===== src/rtl/clkout_div_pkg.sv =====
// clkout_div_pkg: shared FSM states, ratio floor and high-phase helper for the clkout divider
package clkout_div_pkg;
  typedef enum logic [1:0] {IDLE, RUN, STOPPING} state_e;
  localparam int unsigned MIN_DIV = 2;
  function automatic int unsigned hi_len(input int unsigned div);
    return div - (div >> 1);
  endfunction
endpackage


===== src/rtl/clkout_phase_ctr.sv =====
// clkout_phase_ctr: period counter with wrap flag and registered clkout/tick decode
module clkout_phase_ctr
  import clkout_div_pkg::*;
#(
  parameter int CNT_W = 8
) (
  input  logic             clkin,
  input  logic             rst,
  input  logic             hold,
  input  logic             active_nxt,
  input  logic             run_nxt,
  input  logic [CNT_W-1:0] div,
  input  logic [CNT_W-1:0] div_nxt,
  output logic             wrap,
  output logic             clkout,
  output logic             clkout_tick
);
  logic [CNT_W-1:0] cnt, cnt_nxt, hi_nxt;
  assign wrap = cnt == div - CNT_W'(1);
  assign cnt_nxt = (hold || wrap) ? '0 : cnt + CNT_W'(1);
  assign hi_nxt = CNT_W'(hi_len(32'(div_nxt)));
  // clkout and tick are decoded from next-cycle values so both leave a flop directly
  always_ff @(posedge clkin or posedge rst) begin
    if (rst) begin
      cnt <= '0;
      clkout <= 1'b0;
      clkout_tick <= 1'b0;
    end else begin
      cnt <= cnt_nxt;
      clkout <= active_nxt && (cnt_nxt < hi_nxt);
      clkout_tick <= run_nxt && (cnt_nxt == '0);
    end
  end
endmodule


===== src/rtl/clkout_div_ctrl.sv =====
// clkout_div_ctrl: run/stop FSM and ratio handshake for a glitch-free divided clkout (optional CLKOUT_DIV_CTRL_BURST_EN)
module clkout_div_ctrl
  import clkout_div_pkg::*;
#(
  parameter int CNT_W       = 8,
  parameter int DEFAULT_DIV = 4
) (
  input  logic             clkin,
  input  logic             rst,
  input  logic             run_req,
  input  logic             cfg_valid,
  input  logic [CNT_W-1:0] cfg_div,
  output logic             cfg_ready,
  output logic             clkout,
  output logic             clkout_tick,
  output logic             running
`ifdef CLKOUT_DIV_CTRL_BURST_EN
  ,
  input  logic [CNT_W-1:0] burst_len,
  output logic             burst_done
`endif
);
  state_e state, state_nxt;
  logic [CNT_W-1:0] div, div_nxt;
  logic wrap, run_eff, accept;
  assign accept = cfg_valid && !rst && (state == IDLE || wrap);
  assign cfg_ready = accept;
  assign div_nxt = !accept ? div : (cfg_div < CNT_W'(MIN_DIV)) ? CNT_W'(MIN_DIV) : cfg_div;
  assign running = state != IDLE;
`ifdef CLKOUT_DIV_CTRL_BURST_EN
  logic run_q, blocked, rise, done;
  logic [CNT_W-1:0] blen, bcnt;
  assign rise = run_req && !run_q;
  assign done = (state != IDLE) && wrap && !rise && (blen != '0) && (bcnt == blen - CNT_W'(1));
  assign run_eff = run_req && !blocked && !done;
  // burst bookkeeping: latch length on run_req rise, count completed periods, block until run_req drops
  always_ff @(posedge clkin or posedge rst) begin
    if (rst) begin
      run_q <= 1'b0;
      blocked <= 1'b0;
      blen <= '0;
      bcnt <= '0;
      burst_done <= 1'b0;
    end else begin
      run_q <= run_req;
      blocked <= run_req && (blocked || done);
      blen <= rise ? burst_len : blen;
      bcnt <= rise ? '0 : ((state != IDLE) && wrap) ? bcnt + CNT_W'(1) : bcnt;
      burst_done <= done;
    end
  end
`else
  assign run_eff = run_req;
`endif
  // state, ratio register
  always_ff @(posedge clkin or posedge rst) begin
    if (rst) begin
      state <= IDLE;
      div <= CNT_W'(DEFAULT_DIV);
    end else begin
      state <= state_nxt;
      div <= div_nxt;
    end
  end
  // next state: starts from IDLE at once, otherwise decisions only at the period boundary
  always_comb begin
    state_nxt = state;
    state_nxt = (state == IDLE) ? (run_eff ? RUN : IDLE)
              : wrap ? (run_eff ? RUN : IDLE)
              : (state == RUN && !run_eff) ? STOPPING : state;
  end
  clkout_phase_ctr #(.CNT_W(CNT_W)) u_phase (
    .clkin(clkin),
    .rst(rst),
    .hold(state == IDLE),
    .active_nxt(state_nxt != IDLE),
    .run_nxt(state_nxt == RUN),
    .div(div),
    .div_nxt(div_nxt),
    .wrap(wrap),
    .clkout(clkout),
    .clkout_tick(clkout_tick)
  );
endmodule


===== config.mk =====
export PLATFORM = sky130hd
export DESIGN_NAME = clkout_div_ctrl
export DESIGN_NICKNAME = d
export VERILOG_FILES = /design/src/rtl/clkout_div_pkg.sv /design/src/rtl/clkout_phase_ctr.sv /design/src/rtl/clkout_div_ctrl.sv
export SDC_FILE = /design/constraint.sdc
export NUM_CORES = 1
export LEC_CHECK = 0
export ABC_AREA = 1
export BUFFER_PORTS_ARGS = -buffer_cell sky130_fd_sc_hd__buf_2
export CAP_MARGIN = 20
export CORE_MARGIN = 2
export CORE_UTILIZATION = 64
export CTS_BUF_LIST = sky130_fd_sc_hd__clkbuf_4 sky130_fd_sc_hd__clkbuf_8
export DETAILED_ROUTE_END_ITERATION = 10
export GPL_TIMING_DRIVEN = 0
export PLACE_DENSITY = 0.93
export REMOVE_ABC_BUFFERS = 1
export SYNTH_ARGS = -nofsm -noshare
export SYNTH_HDL_FRONTEND = slang
export SYNTH_SLANG_ARGS = --single-unit

===== constraint.sdc =====
create_clock -name clkin -period 5.74 [get_ports clkin]
set_input_delay 0.287 -clock clkin [delete_from_list [all_inputs] [get_ports clkin]]
set_output_delay 0.287 -clock clkin [all_outputs]
set_load 0.05 [all_outputs]

# After elaboration in Yosys (flattened, before gate mapping)

Cells that the tools add are included.

Flip-flop bits (word level): 20
Bits in latches: 0
RAM bits: 0
Memory bits (read-only): 0
Output and inout port bits: 4
Memories kept: 0

Add/subtract/negate cells: 3
Multipliers: 0
Divide/modulo/power cells: 0
Magnitude comparators: 2
Equality and inequality tests: 3
Shifts and indexed selects: 0
Multiplexer cells: 7
Bitwise logic cells: 0
Reduce and logical (&&, ||, !) cells: 12

Operators with widths:

| cell                | number |
|---|---|
| $mux 8              | 3 |
| $add 8x1->8 const B | 1 |
| $eq 8x8->1          | 1 |
| $logic_not 8->1     | 1 |
| $lt 8x2->1 const B  | 1 |
| $lt 8x8->1          | 1 |
| $sub 8x1->8 const B | 1 |
| $sub 8x7->8         | 1 |
| $mux 2              | 3 |
| $logic_and 1x1->1   | 5 |
| $eq 2x1->1 const B  | 2 |
| $reduce_bool 2->1   | 2 |
| $logic_not 1->1     | 2 |
| $logic_not 2->1     | 1 |
| $logic_or 1x1->1    | 1 |
| $mux 1              | 1 |

# Longest topological paths before layout

Depth after elaboration: 8
Depth in mapped cells: 29
Depth with buffers taken out: 29

# Cells and area by module

From an unflattened synthesis, not the netlist that was laid out.

Cells, all modules: 246
Area total of the unflattened synthesis: 1695.4 um2

Modules (own cells, without submodules):

| module           | times used | cells an instance | area each (um2) | sequential area each (um2) |
|---|---|---|---|---|
| clkout_phase_ctr | 1          | 186               | 1227.4          | 250.2 |
| clkout_div_ctrl  | 1          | 60                | 467.9           | 251.5 |

# Worst setup path before layout

No wires, ideal clock.

Path kind: register to register
Start: register div[0]
End: register u_phase.clkout
Setup time: 0.077 ns
Data arrival time: 4.002 ns
Required time: 5.663 ns
Slack: 1.660 ns
Cell stages (with the launch flop): 30
Path buffers: 0
Clock period less this slack: 4.080 ns
Cell sequence: dfrtp_1 -> inv_2 -> ha_1 -> inv_1 -> nand2_1 -> nand2_1 -> nand2_1 -> nor2_1 -> nand3_1 -> nor2_2 -> nand2_2 -> nand2_4 -> nand3_4 -> inv_2 -> nand3b_1 -> o21ai_0 -> inv_1 -> ha_1 -> nand2_1 -> o21ai_0 -> a21oi_1 -> o21ai_0 -> a21o_1 -> a21oi_1 -> xor2_1 -> ha_1 -> a21oi_1 -> o21ai_0 -> o21bai_1 -> a21oi_1

Word-level cells in the longest chain between the ends: 8
Elaborated cells on any way between the ends: 12

Ends and longest elaborated chain:

| element                | line                   | source |
|---|---|---|
| start, declared        | clkout_div_ctrl.sv:24  | `logic [CNT_W-1:0] div, div_nxt;` |
| start signal, assigned | clkout_div_ctrl.sv:59  | `div <= CNT_W'(DEFAULT_DIV);` |
| start signal, assigned | clkout_div_ctrl.sv:62  | `div <= div_nxt;` |
| $sub 8x1->8            | clkout_phase_ctr.sv:19 | `assign wrap = cnt == div - CNT_W'(1);` |
| $eq 8x8->1             | clkout_phase_ctr.sv:19 |  |
| $logic_or 1x1->1       | clkout_div_ctrl.sv:26  | `assign accept = cfg_valid && !rst && (state == IDLE \|\| wrap);` |
| $logic_and 1x1->1      | clkout_div_ctrl.sv:26  |  |
| net cfg_ready          | clkout_div_ctrl.sv:13  | `output logic cfg_ready,` |
| $mux 8                 | clkout_div_ctrl.sv:28  | `assign div_nxt = !accept ? div : (cfg_div < CNT_W'(MIN_DIV)) ? CNT_W'(MIN_DIV) : cfg_div;` |
| net div_nxt[1]         | clkout_div_ctrl.sv:24  |  |
| $sub 8x7->8            | clkout_div_pkg.sv:6    | `return div - (div >> 1);` |
| $lt 8x8->1             | clkout_phase_ctr.sv:30 | `clkout <= active_nxt && (cnt_nxt < hi_nxt);` |
| $logic_and 1x1->1      | clkout_phase_ctr.sv:30 |  |
| end signal, assigned   | clkout_phase_ctr.sv:30 |  |
| end, declared          | clkout_phase_ctr.sv:15 | `output logic clkout,` |

The timed path passes the listed nets, and every way through them passes these cells.

# Worst setup path after layout

Start: register div[0]
End: register u_phase.clkout

Word-level cells in the longest chain between the ends: 8
Elaborated cells on any way between the ends: 12

Ends and longest elaborated chain:

| element           | line |
|---|---|
| $sub 8x1->8       | clkout_phase_ctr.sv:19 |
| $eq 8x8->1        | clkout_phase_ctr.sv:19 |
| $logic_or 1x1->1  | clkout_div_ctrl.sv:26 |
| $logic_and 1x1->1 | clkout_div_ctrl.sv:26 |
| $mux 8            | clkout_div_ctrl.sv:28 |
| net div_nxt[1]    | clkout_div_ctrl.sv:24 |
| $sub 8x7->8       | clkout_div_pkg.sv:6 |
| $lt 8x8->1        | clkout_phase_ctr.sv:30 |
| $logic_and 1x1->1 | clkout_phase_ctr.sv:30 |

The timed path passes the listed nets, and every way through them passes these cells.

==> flow_metrics.tcl <==
set metrics [dict create \
    wl_met3_um 66 \
    routed_wl_um 3220 \
    reg2reg_slack_ns 1.10 \
    synth_ff_type "dfrtp_1" \
    ctsHoldBuffers 0 \
    synth_top_area_share_pct 29.2 \
    regArea_um2 502 \
    setup_viol 0 \
    ys_ff_latch 20 \
    synthDistinctLibCells 28 \
    hold_viol_final 0 \
    clkLatencyLatePin_ns 0.31 \
    antenna_cells 0 \
    post_cts_resized 0 \
    fp.dieH_um 54.4 \
    pre_cts_slack_ns 1.14 \
    cts_sinks 20 \
    cp-start-kind "register" \
    drive_gt1_share_pct 15.5 \
    cts-root-buf "clkbuf_4" \
    avgSynthCellArea_um2 7.36 \
    p_leak_nw 0.960 \
    yosysTopAreaCell "dfrtp_1" \
    tightest_slew_ns 0.817 \
    ys_warn_count 0 \
    hp-class "in -> async" \
    drc 0 \
    drtAntennaViolNets 0 \
    antenna_found_initial 0 \
    top_layer_used "met4" \
    finalPower_w 0.000265 \
    nNetsFinal 269 \
    rows 18 \
    dr.pass1.iters 4 \
    clock_path_buffers 2 \
    clk_pin_slew_ns 0.12 \
    met2_length_um 1620 \
    finalWorstSetupSlack_ns 1.10 \
    status "complete, no violations" \
    rr_worst_depth 29 \
    fin_skew_ns 0.0127 \
    drtIter0Drc 30 \
    core_region_area_um2 2430 \
    finalSetupTns_ns 0 \
    crit_required_ns 5.98 \
    ys_seq_area_share_pct 30.8 \
    die-area_um2 2960 \
    viasPerCell 5.27 \
    synth.top_cells.by_area "dfrtp_1, nand2_1, ha_1" \
    ir_drop_uv 182 \
    slew_violations 0 \
    synth_area_um2 1630 \
    timing.rr.end "u_phase.clkout" \
    met1_length_um 1500 \
    vias 1418 \
    synthCells 221 \
    post-route-period-util_pct 80.8 \
    hold_ws_ns 0.117 \
    h-tree-depth 1 \
    grt_pass1_vias 1313 \
    area_growth_pct 9.46 \
    routedWlPerCell_um 12.0 \
    cap_violations 0 \
    max_slew_margin_pct 45.5 \
    path_max_fanout 13 \
    start_util_pct 66.9 \
    max_stage_delay_ns 0.43 \
    cp_slowest_cell "dfrtp_1" \
    gr-total-overflow 0 \
    cts_buffers 3 \
    gp_congestion 0.831 \
    postCtsSetupBuffers 0 \
    cts_tree "done" \
    top_level_ports 16 \
    grt_usage_pct 25.9 \
    pwr_density_cell_nw_per_um2 149 \
    async_reset_ff_share_pct 100 \
    die_w_um 54.4 \
    portBuffers 15 \
    crit_type "reg -> reg" \
    cp.arrival_ns 4.88 \
    grt_max_degree 22 \
    grt_first_pass_wirelength_um 5460 \
    max_freq_ghz 0.216 \
    dpl.hpwl_um 2630 \
    end_kind "register" \
    period_minus_slack_ns 4.64 \
    r2r_start "div[0]" \
    synth_edf_count 0 \
    final_util_pct 73.2 \
    rsz0062_at_grt "no" \
    fillCellCount 191 \
    multi_input_area_um2 971 \
]
-- worst max-delay path: cells and delay by family (launching register included) --
| family | cells | cell delay (ns) |
|---|---|---|
| AO/OA/AOI/OAI | 10 | 1.63 |
| XOR/XNOR | 1 | 0.16 |
| adder cells (fa/ha/maj) | 3 | 0.92 |
| buffers and inverters | 4 | 0.47 |
| flip-flops | 1 | 0.43 |
| AND/OR/NAND/NOR | 11 | 0.95 |
-- layer usage --
| layer | GRT usage [%] | vias up |
|---|---|---|
| li1 | - | 732 |
| met5 | 0 | - |
| met4 | 9.17 | 0 |
| met2 | 46.4 | 18 |
| met1 | 31.8 | 663 |
| met3 | 3.01 | 5 |
-- how the worst max path moves through the flow --
stage	start	end	slack, ns	cells past startpoint
after floorplan	div[0]	u_phase.clkout	1.56	29
after global placement	div[0]	u_phase.clkout	1.29	29
after detailed placement	div[0]	u_phase.clkout	1.14	29
after CTS	div[0]	u_phase.clkout	1.09	29
after global routing	div[0]	u_phase.clkout	0.57	29
final	div[0]	u_phase.clkout	1.10	29
-- stage by stage --
stage,cell area [um^2],std cells
after floorplan,1620,220
after global placement,1730,265
after detailed placement,1730,265
after CTS,1780,269
after global routing,1780,269
final,1780,269
-- sequential cells by signal, summed over array words and instances, names as in the netlist --
register             flops
u_phase.cnt              8
div                      8
state                    2
u_phase.clkout           1
u_phase.clkout_tick      1
-- area by class of cell --
type                            count  share of cell area [%]
Clock buffer                        3                    1.26
Clock inverter                      1                    1.69
Inverter                           38                    8.01
Multi-Input combinational cell    162                    54.5
Sequential cell                    20                    28.2
Tap cell                           30                    2.11
Timing Repair Buffer               15                    4.22
-- layout by cell type (no fill, tap or decap), types with 2 or more instances in the layout --
master / n
inv_1: 36
nor2_2: 3
ha_1: 16
nand2_1: 54
o21ai_2: 6
nand2_2: 3
nor2_1: 19
o21ai_0: 9
o21ai_1: 2
clkbuf_4: 3
a21oi_1: 10
nor3_1: 8
xor2_1: 9
nand3_1: 7
nand3b_1: 2
inv_2: 2
dfrtp_1: 19
xnor2_1: 5
buf_2: 15
-- report_power, final --
part	switching, W	internal, W
Sequential	0	0.000141
Clock	0.0000447	0.0000706
Combinational	0.00000583	0.00000314
Total	0.0000505	0.000215
-- cell families after synthesis --
kind of cell	synth area share (%)
AOI/OAI and AO/OA	10.6
xor gates and xnor gates	7.54
adders and majority gates	13.5
buffers and inverters	9.46
DFF	30.8
and+or+nand+nor	28.0
-- synth_stat cells (5+ instances only) --
cell and number:
a21oi_1 10, dfrtp_1 19, ha_1 16, inv_1 36, nand2_1 54, nand3_1 7, nor2_1 19, nor3_1 8
o21ai_0 9, o21ai_2 6, xnor2_1 5, xor2_1 9
Note: power is estimated with default switching activity, not from simulation.
